## src/rtl/image_loader_if.sv

```systemverilog
// Valid/ready pixel stream carrying one BEAT_WIDTH-pixel beat per transfer.
// The master is the image source; the slave is the loader.
interface image_loader_if #(
  parameter int BEAT_WIDTH = 4
);
  logic [BEAT_WIDTH-1:0] pixel_data;
  logic                  in_valid;
  logic                  in_last;
  logic                  in_ready;

  modport master (output pixel_data, output in_valid, output in_last, input in_ready);
  modport slave  (input pixel_data, input in_valid, input in_last, output in_ready);
endinterface

```

## src/rtl/image_loader.sv

```systemverilog
// Ping-pong image loader: assembles streamed beats into two banks and holds a
// completed bank stable for the CNN while the next image streams into the other.
module image_loader #(
  parameter int IMAGE_WIDTH  = 28,
  parameter int IMAGE_HEIGHT = 28,
  parameter int BEAT_WIDTH   = 4,
  parameter int CNN_CYCLES   = 632
) (
  input  logic                                    clk,
  input  logic                                    rst,
  image_loader_if.slave                           s,
  output logic [IMAGE_HEIGHT-1:0][IMAGE_WIDTH-1:0] image_output,
  output logic                                    convolution_enable,
  output logic                                    busy,
  output logic                                    frame_error
);

  localparam int BEATS = IMAGE_WIDTH / BEAT_WIDTH;
  localparam int CW    = (BEATS > 1) ? $clog2(BEATS) : 1;
  localparam int RW    = (IMAGE_HEIGHT > 1) ? $clog2(IMAGE_HEIGHT) : 1;
  localparam int NW    = $clog2(CNN_CYCLES + 1);

  localparam logic [CW-1:0] C_LAST = CW'(BEATS - 1);
  localparam logic [RW-1:0] R_LAST = RW'(IMAGE_HEIGHT - 1);
  localparam logic [NW-1:0] N_LOAD = NW'(CNN_CYCLES - 1);

  typedef enum logic [1:0] {IDLE, START, HOLD} state_t;

  logic [1:0][IMAGE_HEIGHT-1:0][IMAGE_WIDTH-1:0] bank_q;
  logic [1:0]    full_q, full_d;
  logic          wr_bank_q, wr_bank_d;
  logic          rd_bank_q;
  logic [RW-1:0] r_q, r_d;
  logic [CW-1:0] c_q, c_d;
  logic          frame_error_q, frame_error_d;
  state_t        state_q;
  logic [NW-1:0] cnt_q;
  logic          conv_en_q;
  logic          busy_q;

  logic accept;
  logic final_beat;
  logic set_full;
  logic release_bank;

  assign s.in_ready    = !full_q[wr_bank_q];
  assign accept        = s.in_valid && s.in_ready;
  assign final_beat    = (r_q == R_LAST) && (c_q == C_LAST);
  assign release_bank  = (state_q == HOLD) && (cnt_q == '0);

  // Any mismatch between in_last and the final position drops the partial image.
  always_comb begin
    r_d           = r_q;
    c_d           = c_q;
    wr_bank_d     = wr_bank_q;
    set_full      = 1'b0;
    frame_error_d = 1'b0;
    if (accept) begin
      if (final_beat && s.in_last) begin
        set_full  = 1'b1;
        wr_bank_d = ~wr_bank_q;
        r_d       = '0;
        c_d       = '0;
      end else if (final_beat || s.in_last) begin
        frame_error_d = 1'b1;
        r_d           = '0;
        c_d           = '0;
      end else if (c_q == C_LAST) begin
        c_d = '0;
        r_d = r_q + 1'b1;
      end else begin
        c_d = c_q + 1'b1;
      end
    end
  end

  // The write and release sides never target the same bank in one cycle.
  always_comb begin
    full_d = full_q;
    if (set_full) begin
      full_d[wr_bank_q] = 1'b1;
    end
    if (release_bank) begin
      full_d[rd_bank_q] = 1'b0;
    end
  end

  always_ff @(posedge clk) begin
    if (rst) begin
      bank_q        <= '0;
      full_q        <= '0;
      wr_bank_q     <= 1'b0;
      rd_bank_q     <= 1'b0;
      r_q           <= '0;
      c_q           <= '0;
      frame_error_q <= 1'b0;
      state_q       <= IDLE;
      cnt_q         <= '0;
      conv_en_q     <= 1'b1;
      busy_q        <= 1'b0;
    end else begin
      if (accept) begin
        bank_q[wr_bank_q][r_q][c_q*BEAT_WIDTH +: BEAT_WIDTH] <= s.pixel_data;
      end
      full_q        <= full_d;
      wr_bank_q     <= wr_bank_d;
      r_q           <= r_d;
      c_q           <= c_d;
      frame_error_q <= frame_error_d;

      // Outputs are assigned on the transition so they line up with the state.
      unique case (state_q)
        IDLE: begin
          conv_en_q <= 1'b1;
          busy_q    <= 1'b0;
          if (full_q[rd_bank_q]) begin
            state_q   <= START;
            conv_en_q <= 1'b0;
            busy_q    <= 1'b1;
          end
        end
        START: begin
          state_q   <= HOLD;
          cnt_q     <= N_LOAD;
          conv_en_q <= 1'b1;
          busy_q    <= 1'b1;
        end
        HOLD: begin
          if (cnt_q == '0) begin
            state_q   <= IDLE;
            rd_bank_q <= ~rd_bank_q;
            busy_q    <= 1'b0;
          end else begin
            cnt_q <= cnt_q - 1'b1;
          end
        end
        default: begin
          state_q   <= IDLE;
          conv_en_q <= 1'b1;
          busy_q    <= 1'b0;
        end
      endcase
    end
  end

  assign image_output       = bank_q[rd_bank_q];
  assign convolution_enable = conv_en_q;
  assign busy               = busy_q;
  assign frame_error        = frame_error_q;

endmodule

```

## src/flat_wrapper.sv

```systemverilog
// flat-port wrapper written by rule: the top's interface ports become plain ports
module image_loader_flat 
#(
  parameter int IMAGE_WIDTH  = 28,
  parameter int IMAGE_HEIGHT = 28,
  parameter int BEAT_WIDTH   = 4,
  parameter int CNN_CYCLES   = 632
)
  (clk, rst, image_output, convolution_enable, busy, frame_error, s_pixel_data, s_in_valid, s_in_last, s_in_ready);
  image_loader_if #(.BEAT_WIDTH(BEAT_WIDTH)) s_i ();
  input  logic clk;
  input  logic rst;
  output logic [IMAGE_HEIGHT-1:0][IMAGE_WIDTH-1:0] image_output;
  output logic convolution_enable;
  output logic busy;
  output logic frame_error;
  input wire logic [$bits(s_i.pixel_data)-1:0] s_pixel_data;
  input wire logic [$bits(s_i.in_valid)-1:0] s_in_valid;
  input wire logic [$bits(s_i.in_last)-1:0] s_in_last;
  output wire logic [$bits(s_i.in_ready)-1:0] s_in_ready;
  assign s_i.pixel_data = s_pixel_data;
  assign s_i.in_valid = s_in_valid;
  assign s_i.in_last = s_in_last;
  assign s_in_ready = s_i.in_ready;
  image_loader #(.IMAGE_WIDTH(IMAGE_WIDTH), .IMAGE_HEIGHT(IMAGE_HEIGHT), .BEAT_WIDTH(BEAT_WIDTH), .CNN_CYCLES(CNN_CYCLES)) u_core (.clk(clk), .rst(rst), .s(s_i), .image_output(image_output), .convolution_enable(convolution_enable), .busy(busy), .frame_error(frame_error));
endmodule
```

## config.mk

```make
export PLATFORM = sky130hd
export DESIGN_NAME = image_loader_flat
export DESIGN_NICKNAME = d
export VERILOG_FILES = /design/src/rtl/image_loader_if.sv /design/src/rtl/image_loader.sv /design/src/flat_wrapper.sv
export SDC_FILE = /design/constraint.sdc
export NUM_CORES = 2
export LEC_CHECK = 0
export ABC_AREA = 1
export CAP_MARGIN = 10
export CORE_ASPECT_RATIO = 0.6
export CORE_MARGIN = 8
export CORE_UTILIZATION = 36
export DETAILED_ROUTE_END_ITERATION = 16
export SLEW_MARGIN = 20
export SYNTH_ARGS = -nofsm -noshare
export SYNTH_HDL_FRONTEND = slang
export SYNTH_SLANG_ARGS = --single-unit
```

## constraint.sdc

```tcl
create_clock -name clk -period 3.3 [get_ports clk]
set_clock_uncertainty 0.1 [all_clocks]
set_input_delay 0.495 -clock clk [delete_from_list [all_inputs] [get_ports clk]]
set_output_delay 0.495 -clock clk [all_outputs]
set_load 0.01 [all_outputs]
```

# Word-level counts from Yosys, hierarchy flattened
# Cells that the tools add are included.
totals:
  reg_bits: 1595
  ram_bits: 0
  rom_bits: 0
  latchBits: 0
  in_bits: 8
  output_inout_bits: 788
  mem_count: 0
op_classes:
  bitwise_logic: 6
  muxes: 36
  n_eq_ne: 7
  div_mod_pow: 0
  magnitude_cmp: 6
  multipliers: 0
  n_shift: 2
  add_sub_neg: 4
  n_reduce_logical: 19
ops:
  columns: ["operator", "count"]
  rows:
  - ["two-way mux 784 bit", 3]
  - ["bitwise mux 1568 bit", 1]
  - ["demux 784 bit (select 1 bit)", 1]
  - ["demux 28 bit (select 5 bit)", 1]
  - ["negator 5 -> 34 bit", 1]
  - ["variable shift 4 x 34 -> 28 bit, first input constant", 1]
  - ["variable part select 4 x 34 -> 28 bit", 1]
  - ["two-way mux 28 bit", 1]
  - ["one-hot mux 10 bit (2 select lines)", 1]
  - ["two-way mux 5 bit", 3]
  - ["two-way mux 1 bit", 12]
  - ["zero test 10 bit", 1]
  - ["two-way mux 10 bit", 1]
  - ["AND reduction 2 bit", 5]
  - ["subtractor 10 x 1 -> 10 bit, second input constant", 1]
  - ["two-way mux 3 bit", 3]
  - ["two-way mux 2 bit", 4]
  - ["logical AND 1 bit", 7]
  - ["less-than comparator 5 x 6 -> 1 bit, second input constant", 1]
  - ["one-hot mux 2 bit (3 select lines)", 1]
  - ["adder 5 x 1 -> 5 bit, second input constant", 1]
  - ["== test 5 bit, second input constant", 1]
  - ["greater-or-equal comparator 5 x 1 -> 1 bit, second input constant", 1]
  - ["less-than comparator 1 x 2 -> 1 bit, second input constant", 2]
  - ["20 further kinds", 25]

# Logic depth before layout (Yosys ltp)
logic_depth:
  ltp_word: 8
  depth_mapped: 14
  depth_no_buf: 12

# Worst setup path after synthesis
# OpenSTA, ideal clock, no wires.
synth_path:
  path_kind: "reg-to-reg"
  from: "register u_core.c_q[0]"
  to: "register u_core.bank_q[392] (netlist bit)"
  t_arrival_ns: 2.354
  stages_incl_launch_ff: 14
  setup_slack_ns: 0.730
  path_cell_list: "dfxtp_1 inv_2 ha_1 ha_1 buf_2 inv_2 nand3_1 nor2_2 buf_4 nand2_1 nor2_1 inv_1 nor2_1 nor2_1"
synth_via:
  elab_chain_cells: 7
synth_lines:
  columns: ["element", "line", "text"]
  rows:
  - ["start, declared", "image_loader.sv:34", "logic [CW-1:0] c_q, c_d;"]
  - ["start signal, assigned", "image_loader.sv:95", "c_q <= '0;"]
  - ["start signal, assigned", "image_loader.sv:108", "c_q <= c_d;"]
  - ["negator 5 -> 34 bit *", "image_loader.sv:103", "bank_q[wr_bank_q][r_q][c_q*BEAT_WIDTH +: BEAT_WIDTH] <= s.pixel_data;"]
  - ["variable shift 4 x 34 -> 28 bit", "image_loader.sv:103", null]
  - ["two-way mux 28 bit (implied by the code)", "image_loader.sv:103", null]
  - ["demux 28 bit (select 5 bit)", null, null]
  - ["two-way mux 784 bit (implied by the code)", "image_loader.sv:103", null]
  - ["demux 784 bit (select 1 bit)", null, null]
  - ["bitwise mux 1568 bit *", "image_loader.sv:103", null]
  - ["end signal, assigned by index", "image_loader.sv:103", null]
  - ["end, declared", "image_loader.sv:29", "logic [1:0][IMAGE_HEIGHT-1:0][IMAGE_WIDTH-1:0] bank_q;"]
# Mark *: on every way between the ends. The rest lies on a longest branch, timed or not.
# A chain may end at the register's enable or synchronous reset.

==> run metrics <==
status completed; core outline area 0.185 mm²; WHS Endpoint u_core.bank_q[539]; clock slew at reported path FFs 60 ps; n_diodes 0; vias in the first global route 63170; cell family with most CP delay buffers and inverters; DRT antenna net count 0; WL per Instance 20.9 µm; R2R setup slack 230 ps; post-place setup slack 218 ps; Max-Cap Viols 0; Reg2Reg Depth 11; CTS tree built; compound-cell area share of the yosys netlist 17.9%; Final Hold Viols 0; CP max FO 25; Distinct cells, synth 30; port bufs 795; worst-margin pin slew 1020 ps; largest net degree at the start of global routing 189; final worst slack 64.2 ps; DRC Markers 0; min-delay src rst; slowest stage delay, CP 640 ps; CP Cell Sequence buf_12, bufbuf_16, o21ai_1, clkdlybuf4s50_1; area of the multi-input gates 0.0305 mm²; adder-cell share of the synthesized area 0.224%; initial antenna violation count 19; Post-Syn Instances 9951; vias 68678; slowest stage cell, crit path clkdlybuf4s50_1; CTS root buffer clkbuf_16; Chip Height 350 µm; DR pass1 iterations 6; Area growth syn-to-layout 26.8%; Synth Flop Type dfxtp_1; main combinational cell family by area after synthesis simple AND/OR/NAND/NOR gates; overall routing resource usage 25.7%; cts bufs inserted 165; top post-synthesis cells by area dfxtp_1 (48%), o21ai_0 (13%), nand2_1 (13%); Worst slew margin 32.1%; final std cells w/o fill 13185; Sequential Area 0.0319 mm²; crit path time final 3240 ps; placed cells 12844; asr flop ratio synth 0%; first-pass GRT wire length 403 mm; top-area cell type share of the netlist area 47.6%; nets 10604; Final setup viols 0; maximum clock rate 0.309 GHz; H-tree levels 4; fillcell total 18349; Clock Tree Buf Depth 4; Mapped Nets 9971; Syn Std Cell Area 0.0671 mm²; Seq/Total Area, Yosys 47.6%; layout cells sized above 1 5.97%; number of synthesized flops with an enable pin 0; leading area contributor after synthesis dfxtp_1; Buf+Inv Stages, Crit Path 3; Setup crit end kind output pin; io pins 796; Die Width 573 µm; grt ovf 0; CP arrival 2640 ps; Clock Sinks 1595; Crit Reg-Reg Startpoint u_core.c_q[1]; Final HPWL DP 181 mm; RSZ-0062 raised after global routing true; simple-gate portion of the synthesized area 27.0%; Final period util 98.1%; PwrDens 462 mW/mm²; CP required 2700 ps; Initial Utilization 36.3%; yosys warns 0; startpoint types register; mean post-synth cell area 6.74 µm²; Max IR drop VDD 0.000426 V; xor-xnor portion of the synthesized cell area 0.0131%; Hold Path Cell Cnt 4; Synth Register Bits 1595; Pins Over Slew Limit 0; RR Endpoint u_core.bank_q[1480]; Hold WC Path Type primary input to register; Setup CP Type register to output pin; final core occ 46.0%; row count 122; global placer's final weighted congestion 0.855; Die Area 0.201 mm²; Lkg Pwr 39.0 nW; Clock Latency Late Sink 780 ps; mux share of post-synthesis cell area 0%; Routed WL 276 mm; vias per cell 5.21; DR iter-0 viols 8006
sequential cells by signal (all words and copies together) (netlist names):
| name | cells |
|---|---|
| u_core.bank_q | 1568 |
| u_core.busy | 1 |
| u_core.c_q | 3 |
| u_core.cnt_q | 10 |
| u_core.convolution_enable | 1 |
| u_core.frame_error | 1 |
| u_core.full_q | 2 |
| u_core.r_q | 5 |
| u_core.rd_bank_q | 1 |
| u_core.state_q | 2 |
| u_core.wr_bank_q | 1 |
Yosys cell counts, types with 2 or more instances:
library cell,instances
buf_1,35
nand3_1,103
o21ai_0,1735
ha_1,12
inv_1,660
buf_2,60
nand4_1,4
buf_4,6
nor3_1,207
nor2_4,2
nand2_2,4
dfxtp_1,1595
nand2_1,2308
clkinv_1,7
a31oi_1,2
a21oi_1,652
nor2_2,40
inv_2,11
nor2_1,2010
clkbuf_1,488
layout by cell type (no fill, tap or decap), types with 38 or more instances in the layout:
cell type	synthesis	layout
dfxtp_1	1595	1594
nor3_1	207	204
dlymetal6s2s_1	0	86
o21ai_1	0	100
clkbuf_1	488	38
buf_4	6	141
clkbuf_16	0	172
nor2_2	40	40
dlygate4sd2_1	0	336
nor2_1	2010	2000
nand3_1	103	103
a21oi_1	652	652
nand2_1	2308	2304
inv_1	660	645
o21ai_0	1735	1608
buf_12	0	63
clkbuf_8	0	38
clkdlybuf4s50_1	0	368
power by group:
part / internal, W / switching (W)
clock network: 0.0110 / 0.00808
logic: 0.000220 / 0.000768
registers: 0.0193 / 0.00000631
total: 0.0305 / 0.00886
metal layers:
| metal | routed length, µm | vias to the layer above | global-route usage (%) |
|---|---|---|---|
| li1 | - | 33003 | - |
| met3 | 22100 | 468 | 4.58 |
| met5 | 13 | - | 0 |
| met4 | 10000 | 2 | 8.54 |
| met1 | 124000 | 32195 | 35.9 |
| met2 | 119000 | 3010 | 40.2 |
layout make-up:
class | instances | share of cell area [%]
sequential | 1595 | 37.5
multi-input combinational | 7089 | 35.8
timing repair buffer | 1053 | 13.5
clock buffer | 242 | 5.67
tap | 2480 | 3.65
inverter | 678 | 3.05
clock inverter | 46 | 0.677
timing repair inverter | 2 | 0.0338
per-stage QoR:
| step | hold WS, ps | area [µm²] | TNS (ps) | power (W) |
|---|---|---|---|---|
| floorplan | 324 | 67100 | 0 | 0.0203 |
| global placement | 330 | 78400 | 0 | 0.0207 |
| detailed placement | 334 | 78400 | 0 | 0.0207 |
| CTS | 36.8 | 84600 | -1220 | 0.0396 |
| global route | 77.5 | 85100 | -55.5 | 0.0405 |
| finish | 116 | 85100 | 0 | 0.0393 |
worst max path at each step:
stage / start / endpoint / slack, ps / cells past startpoint
floorplan: u_core.c_q[0] / u_core.bank_q[392] / 730 / 13
global placement: u_core.c_q[1] / u_core.bank_q[1062] / 280 / 12
detailed placement: u_core.c_q[1] / u_core.bank_q[1062] / 220 / 12
CTS: u_core.rd_bank_q / image_output[765] / -90 / 7
global route: u_core.rd_bank_q / image_output[736] / -50 / 6
finish: u_core.rd_bank_q / image_output[525] / 60 / 4
cell families after synthesis:
kind of cell	Yosys count
AND/OR/NAND/NOR	4682
XOR/XNOR	1
AO/OA/AOI/OAI	2394
adder cells (fa/ha/maj)	12
buffers and inverters	1267
flip-flops	1595
what timing repair did:
item / in CTS / in global routing
gates cloned: 24 / 6
gates resized for setup: 544 / 97
setup buffers: 20 / 2
hold buffers: 1 / 0
hold endpoints to repair: 1 / 0
setup endpoints to repair: 778 / 139
tightest hold or removal path, delay by kind of cell:
kind,cells,cell delay (ps)
buffers and inverters,2,270
and+or+nand+nor,2,150
No activity file was read; power rests on OpenSTA's default activity.
